## src/rtl/glyph_renderer.sv

```systemverilog
// glyph_renderer: 640x480 text-mode scan-out. A 3-stage fetch pipeline (tile map ->
// glyph row -> pixel) plus a one-frame light-gun flash sequencer.
module glyph_renderer #(
  parameter int H_VIS  = 640,
  parameter int H_FP   = 16,
  parameter int H_SYNC = 96,
  parameter int H_BP   = 48,
  parameter int V_VIS  = 480,
  parameter int V_FP   = 10,
  parameter int V_SYNC = 2,
  parameter int V_BP   = 33,
  parameter int COLS   = 40
) (
  input  logic        CLK,
  input  logic        CLR,
  output logic [10:0] map_addr,
  input  logic [17:0] map_dout,
  output logic [9:0]  glyph_addr,
  input  logic [17:0] glyph_dout,
  input  logic        flash_req,
  output logic        hsync,
  output logic        vsync,
  output logic [2:0]  red,
  output logic [2:0]  green,
  output logic [1:0]  blue,
  output logic        video_on,
  output logic        vblank,
  output logic        frame_start,
  output logic        flash_active
);

  localparam int H_TOT = H_VIS + H_FP + H_SYNC + H_BP;
  localparam int V_TOT = V_VIS + V_FP + V_SYNC + V_BP;

  typedef enum logic [1:0] {IDLE, ARMED, FLASH} flash_state_e;

  typedef struct packed {
    logic vis;
    logic hs;
    logic vs;
    logic fs;
    logic vb;
    logic fl;
  } ctl_t;

  localparam ctl_t CTL_RST = '{vis: 1'b0, hs: 1'b1, vs: 1'b1, fs: 1'b0, vb: 1'b0, fl: 1'b0};

  logic [9:0]   hcnt_q, hcnt_d, vcnt_q, vcnt_d;
  flash_state_e state_q, state_d;
  ctl_t         ctl0, ctl1_q, ctl1_d, ctl2_q, ctl2_d, ctl3_q, ctl3_d;
  logic [3:0]   row1_q, row1_d, col1_q, col1_d, col2_q, col2_d;
  logic [7:0]   fg2_q, fg2_d, rgb_q, rgb_d;
  logic [15:0]  glyph_row;
  logic         h_last, v_last, frame_wrap, pix2;
  logic         unused_bits;

  assign unused_bits = ^{map_dout[17:14], glyph_dout[17:16]};

  always_comb begin
    h_last     = (hcnt_q == 10'(H_TOT - 1));
    v_last     = (vcnt_q == 10'(V_TOT - 1));
    frame_wrap = h_last && v_last;
    hcnt_d     = h_last ? '0 : hcnt_q + 10'd1;
    vcnt_d     = vcnt_q;
    if (h_last) vcnt_d = v_last ? '0 : vcnt_q + 10'd1;
  end

  // Transitions fire on the last counter cycle so the new state covers the
  // whole counter frame starting at (0,0), keeping it aligned with frame_start.
  always_comb begin
    state_d = state_q;
    unique case (state_q)
      IDLE:    if (flash_req)  state_d = ARMED;
      ARMED:   if (frame_wrap) state_d = FLASH;
      FLASH:   if (frame_wrap) state_d = IDLE;
      default: state_d = IDLE;
    endcase
  end

  always_comb begin
    ctl0     = CTL_RST;
    ctl0.vis = (hcnt_q < 10'(H_VIS)) && (vcnt_q < 10'(V_VIS));
    ctl0.hs  = !((hcnt_q >= 10'(H_VIS + H_FP)) && (hcnt_q < 10'(H_VIS + H_FP + H_SYNC)));
    ctl0.vs  = !((vcnt_q >= 10'(V_VIS + V_FP)) && (vcnt_q < 10'(V_VIS + V_FP + V_SYNC)));
    ctl0.fs  = (hcnt_q == '0) && (vcnt_q == '0);
    ctl0.vb  = (vcnt_q >= 10'(V_VIS));
    ctl0.fl  = (state_q == FLASH);
    map_addr = '0;
    if (ctl0.vis) map_addr = 11'(vcnt_q[8:4]) * 11'(COLS) + 11'(hcnt_q[9:4]);
  end

  always_comb begin
    ctl1_d     = ctl0;
    row1_d     = vcnt_q[3:0];
    col1_d     = hcnt_q[3:0];
    ctl2_d     = ctl1_q;
    col2_d     = col1_q;
    fg2_d      = map_dout[13:6];
    glyph_addr = {map_dout[5:0], row1_q};
    glyph_row  = glyph_dout[15:0];
    pix2       = glyph_row[4'd15 - col2_q];
    ctl3_d     = ctl2_q;
    rgb_d      = '0;
    if (ctl2_q.vis && pix2) rgb_d = ctl2_q.fl ? '1 : fg2_q;
  end

  always_ff @(posedge CLK or negedge CLR) begin
    if (!CLR) begin
      hcnt_q  <= '0;
      vcnt_q  <= '0;
      state_q <= IDLE;
      ctl1_q  <= CTL_RST;
      ctl2_q  <= CTL_RST;
      ctl3_q  <= CTL_RST;
      row1_q  <= '0;
      col1_q  <= '0;
      col2_q  <= '0;
      fg2_q   <= '0;
      rgb_q   <= '0;
    end else begin
      hcnt_q  <= hcnt_d;
      vcnt_q  <= vcnt_d;
      state_q <= state_d;
      ctl1_q  <= ctl1_d;
      ctl2_q  <= ctl2_d;
      ctl3_q  <= ctl3_d;
      row1_q  <= row1_d;
      col1_q  <= col1_d;
      col2_q  <= col2_d;
      fg2_q   <= fg2_d;
      rgb_q   <= rgb_d;
    end
  end

  assign {red, green, blue} = rgb_q;
  assign hsync        = ctl3_q.hs;
  assign vsync        = ctl3_q.vs;
  assign video_on     = ctl3_q.vis;
  assign vblank       = ctl3_q.vb;
  assign frame_start  = ctl3_q.fs;
  assign flash_active = ctl3_q.fl;

endmodule

```

## config.mk

```make
export PLATFORM = sky130hd
export DESIGN_NAME = glyph_renderer
export DESIGN_NICKNAME = d
export VERILOG_FILES = /design/src/rtl/glyph_renderer.sv
export SDC_FILE = /design/constraint.sdc
export NUM_CORES = 1
export LEC_CHECK = 0
export BUFFER_PORTS_ARGS = -buffer_cell sky130_fd_sc_hd__buf_2
export CAP_MARGIN = 20
export CELL_PAD_IN_SITES_DETAIL_PLACEMENT = 1
export CELL_PAD_IN_SITES_GLOBAL_PLACEMENT = 1
export CORE_ASPECT_RATIO = 0.8
export CORE_UTILIZATION = 38
export DETAILED_ROUTE_END_ITERATION = 16
export GPL_TIMING_DRIVEN = 0
export PLACE_DENSITY_LB_ADDON = 0.12
export SETUP_SLACK_MARGIN = 0.2
export SLEW_MARGIN = 20
export SYNTH_ARGS = -nofsm -noshare
export SYNTH_HDL_FRONTEND = slang
export SYNTH_SLANG_ARGS = --single-unit
```

## constraint.sdc

```tcl
create_clock -name CLK -period 2.6 [get_ports CLK]
set_input_delay 0.52 -clock CLK [delete_from_list [all_inputs] [get_ports CLK]]
set_output_delay 0.52 -clock CLK [all_outputs]
set_load 0.05 [all_outputs]
```

# == Yosys cells after proc, flatten, opt, wreduce, memory -nomap -nowiden ==
# Cells that the tools add are included.
# W data, S select, Z words.
# word_totals
regBits,68
latch_bits,0
ram_bits,0
mem_bits_ro,0
inputBits,39
out_inout_bits,35
wordCells,69
memories,0
# classes
n_addsub,4
n_mul,1
div_mod_pow,0
order_cmp,8
n_eq_ne,7
shift,0
mux,11
n_bitwise,0
reduce_logical,12
# ops
cell,n
$add A10 B1 Y10 const B,2
$eq A10 B10 Y1 const B,2
$ge A10 B9 Y1 const B,2
$logic_not A10 Y1,2
$lt A10 B10 Y1 const B,2
$lt A10 B9 Y1 const B,2
$mux W10,2
$mux W8,2
$add A11 B6 Y11,1
$mux W11,1
$ge A10 B10 Y1 const B,1
$mul A5 B3 Y8 const B,1
$logic_and A1 B1 Y1,6
$mux W2,3
$pmux W2 S3,1
$lt A4 B5 Y1 const B,1
$bmux W1 S4,1
$ne A2 B2 Y1 const B,2
$sub A4 B4 Y4 const A,1
$reduce_and A3 Y1,1
$eq A2 B1 Y1 const B,1
$eq A2 B2 Y1 const B,1
$logic_not A1 Y1,2
$logic_not A2 Y1,1
other kinds (2),2

# == Logic depth before layout (Yosys ltp) ==
# depth
word_depth,5
depth_mapped,8
depth_no_buf,8

# == Worst setup path before layout ==
# Ideal clock, no wire load.
# synth_path
path_type,reg-to-output
startpoint,register vcnt_q[5]
endpoint,output map_addr[9]
arrival_time_ns,2.732
required_time_ns,2.080
slack_ns,-0.652
stages_incl_launch_ff,9
n_path_buf,0
path_cell_list,dfrtp_1 -> ha_1 -> ha_1 -> inv_1 -> fa_1 -> nor2b_1 -> o211ai_1 -> or2_1 -> mux2i_1
# synth_between
elab_chain_cells,3
word_cells_on_any_way,5
classes_between,add/sub: 1; mul: 1; order compare: 1; mux: 1; reduce/logical: 1
# synth_rtl
item,line,text
start: declaration,48,"logic [9:0] hcnt_q, hcnt_d, vcnt_q, vcnt_d;"
start signal: assignment,122,vcnt_q <= vcnt_d;
$mul A5 B3 Y8 / $lt A10 B9 Y1 (equally long branches),"89, 82",
$add A11 B6 Y11 / $logic_and A1 B1 Y1 (equally long branches),"89, 82",
$mux W11 *,89,if (ctl0.vis) map_addr = 11'(vcnt_q[8:4]) * 11'(COLS) + 11'(hcnt_q[9:4]);
end: declaration,16,"output logic [10:0] map_addr,"
# Mark *: on every way between the ends. The rest lies on a longest branch, timed or not.

# == Worst setup path in the final report ==
# layout_path
startpoint,register vcnt_q[7]
endpoint,output map_addr[9]
# Same word-level chain as after synthesis.

==> reports/qor.yml <==
cp.required_ps: 2080
synth_area_per_cell_um2: 11.96
grt_util_met3_pct: 4.377
die_h_um: 82.30
clk_pin_slew_ps: 80
wire_per_inst_um: 15.91
slowest_delay_ps: 470
wl_mm: 7.253
firstDrtPassIters: 4
placed_cells: 423
critPathSlowestCell: "fa_2"
synth_flop_cell: "dfrtp_1"
top_usage_layer: "met2"
globalRouteTotalUtil_pct: 18.89
grt_pass1_vias: 2227
r2r_start: "vcnt_q[5]$_DFFE_PN0N_"
portBuffers: 61
cts_tree: "done"
vias_per_cell: 4.857
synth.yosys.seq_area_share_pct: 55.80
final_nets: 401
setup_ws_ps: -597.7
syn_to_final_growth_pct: 35.62
crit_type: "flop to output port"
htreeDepth: 3
syn_area_um2: 3063
fp-row-count: 28
synth_fp_nets: 311
crit_path_start: "vcnt_q[7]$_DFFE_PN0N_"
slew_headroom_pct: 60.78
netlist_instances: 256
use_met1_pct: 25.39
hold_violations: 0
crit_path_start_kind: "flop"
gp_congestion: 0.7223
crit_chain: "ha_4 > ha_4 > inv_2 > fa_2 > nor2b_4 > o211ai_1 > or2_1 > mux2i_4 > buf_6"
core_area_um2: 7602
synth_edf_count: 0
fin_crit_ps: 3198
fillerInstances: 813
root_buffer: "clkbuf_8"
post-route-cell-area_um2: 4154
ys_ff_latch: 68
insertion_delay_ps: 340
cp_max_fo: 3
setup_viol: 4
antenna_found_initial: 0
hold_path_class: "input port to asynchronous set/reset pin"
failed_checks: "setup timing"
initial_core_util_pct: 40.29
clock-skew-final_ps: 9.457
grt_start_max_net_pins: 44
utilization_pct: 54.64
antenna_left: 0
max_cap_viol_count: 0
die_w_um: 102.4
ys_async_sr_fraction_pct: 100.0
p_leak_nw: 1.976
worst-endpoint-arrival_ps: 2680
final_cells: 456
clockBufferDepth: 2
ys_warn_count: 0
drive_gt1_share_pct: 43.59
insertedDiodeCount: 0
placed_area_um2: 3581
initialDrtViolationCount: 42
drc: 0
ys_types: 49
endpoint_kind: "output port"
hpwlAfterDp_mm: 4.731
overflow: 0
finalCritPeriodShare_pct: 123.0
clock_sinks: 68
p_per_area_nw_per_um2: 516.8
fmax_mhz: 312.7
io_pins: 74
tightest_slew_ps: 582.9
ir_worst_vdd_mv: 0.2147
die-area_um2: 8425
dpl_worst_slack_ps: -530.0
status: "finished, violations left"
cts_buffers: 9
cp_common_cell: "ha_4"
use_met2_pct: 30.87
vias: 2215
slew_violations: 0
rsz0062_at_grt: "yes"
grt_first_pass_wirelength_mm: 11.62
## synth_stat cells (2+ instances only)
library cell / number / area, um^2
mux4_2: 2 / 45.04
mux2i_1: 5 / 50.05
dfstp_2: 6 / 157.7
nor2b_1: 7 / 43.79
and2_1: 5 / 31.28
a21o_1: 4 / 30.03
xnor2_1: 12 / 105.1
ha_1: 14 / 175.2
nand2_1: 2 / 7.510
o21ai_0: 11 / 55.05
buf_2: 2 / 10.01
fa_1: 2 / 40.04
and3_1: 6 / 37.54
a221oi_1: 2 / 17.52
o21ai_1: 5 / 25.02
dfrtp_1: 62 / 1551
nand4_1: 7 / 43.79
xor2_1: 6 / 52.55
o211ai_1: 2 / 15.01
or2_1: 2 / 12.51
nor2_1: 25 / 93.84
inv_1: 14 / 52.55
nor4_1: 7 / 43.79
nand2b_1: 3 / 18.77
clkbuf_1: 2 / 7.510
buf_4: 7 / 52.55
nand3_1: 10 / 50.05
nor3_1: 2 / 10.01
nand4b_1: 2 / 17.52
## state kept, by name, indices dropped and copies added, names as in the netlist, 4 cells and up
| name | count |
|---|---|
| col2_q | 4 |
| col1_q | 4 |
| fg2_q | 8 |
| row1_q | 4 |
| ctl2_q | 6 |
| hcnt_q | 10 |
| rgb_q | 8 |
| ctl1_q | 6 |
| vcnt_q | 10 |
## placed cells by master, fill, tap and decap left out, types with 4 or more instances in the layout
master,n
dfrtp_1,56
buf_2,51
buf_4,23
nor2_1,20
inv_1,13
buf_6,13
o21ai_0,10
nand3_1,10
xnor2_1,10
ha_1,9
clkbuf_8,9
nand4_1,7
nor4_1,7
o21ai_1,6
dfstp_2,6
dfrtp_2,6
nor2b_1,5
and2_1,5
and3_1,5
ha_4,5
a21o_1,4
mux2i_1,4
## worst max-delay path: cells and delay by family, from the launching register on
family / cells / cell delay (ps)
compound gates: 1 / 160
flops: 1 / 430
simple gates: 2 / 460
mux: 1 / 180
fa+ha+maj: 3 / 880
buf+inv: 2 / 230
## area by class of cell
| cell class | count | area [um^2] | share of cell area, % |
|---|---|---|---|
| flip-flops and latches | 68 | 1717 | 41.33 |
| clock buffers | 10 | 127.6 | 3.072 |
| plain buffers | 12 | 85.08 | 2.048 |
| inverters | 15 | 58.81 | 1.416 |
| clock inverters | 6 | 88.84 | 2.139 |
| multi-input cells | 161 | 1410 | 33.95 |
| well taps | 105 | 131.4 | 3.163 |
| repair buffers | 79 | 535.5 | 12.89 |
## worst paths after layout
path                                         end  slack [ps]  cells after the start
setup / recovery                     map_addr[9]        -600                      9
hold / removal                rgb_q[6]$_DFF_PN0_          80                      1
setup reg to reg           vcnt_q[9]$_DFFE_PN0N_         570                      5
hold reg to reg                  hsync$_DFF_PN1_         350                      0
max in group asynchronous    ctl1_q[3]$_DFF_PN1_        1930                      2
min in group CLK              fg2_q[6]$_DFF_PN0_         290                      1
## report_power, final
group / internal, W / switching [W]
logic: 0.0000395 / 0.0000783
registers: 0.00107 / 0.00000251
clock network: 0.000542 / 0.000415
total: 0.00165 / 0.000496
## repair_timing
item,4_1_cts,5_1_grt
endpoints found under the setup margin,11,11
pin swaps,12,6
gates resized for setup,43,13
hold buffers,0,0
buffers inserted,15,2
## per-stage QoR
| stage | power [W] | hold WS [ps] | TNS [ps] |
|---|---|---|---|
| floorplan | 0.001156 | 224.4 | -266.0 |
| global placement | 0.001207 | 332.2 | -992.8 |
| detailed placement | 0.001213 | 336.2 | -1191 |
| CTS | 0.002181 | 69.05 | -1446 |
| global route | 0.002225 | 93.96 | -2262 |
| finish | 0.002147 | 80.84 | -1796 |
## logic make-up (layout without fill, tap and decap cells)
logic type | count (synthesis) | in the layout | share of synthesized area, %
DFF | 68 | 68 | 55.80
and+or+nand+nor | 87 | 87 | 16.83
AOI/OAI and AO/OA | 33 | 33 | 7.598
muxes | 7 | 7 | 3.105
buffers and inverters | 27 | 122 | 4.493
adders and majority gates | 16 | 16 | 7.026
xor gates and xnor gates | 18 | 18 | 5.147
## metal layers
layer	share of wire, %	up-vias
li1	-	1066
met1	47	1090
met2	48	45
met3	3.6	14
met4	1.5	0
met5	0	-
Power figures use the tool's default switching activity.
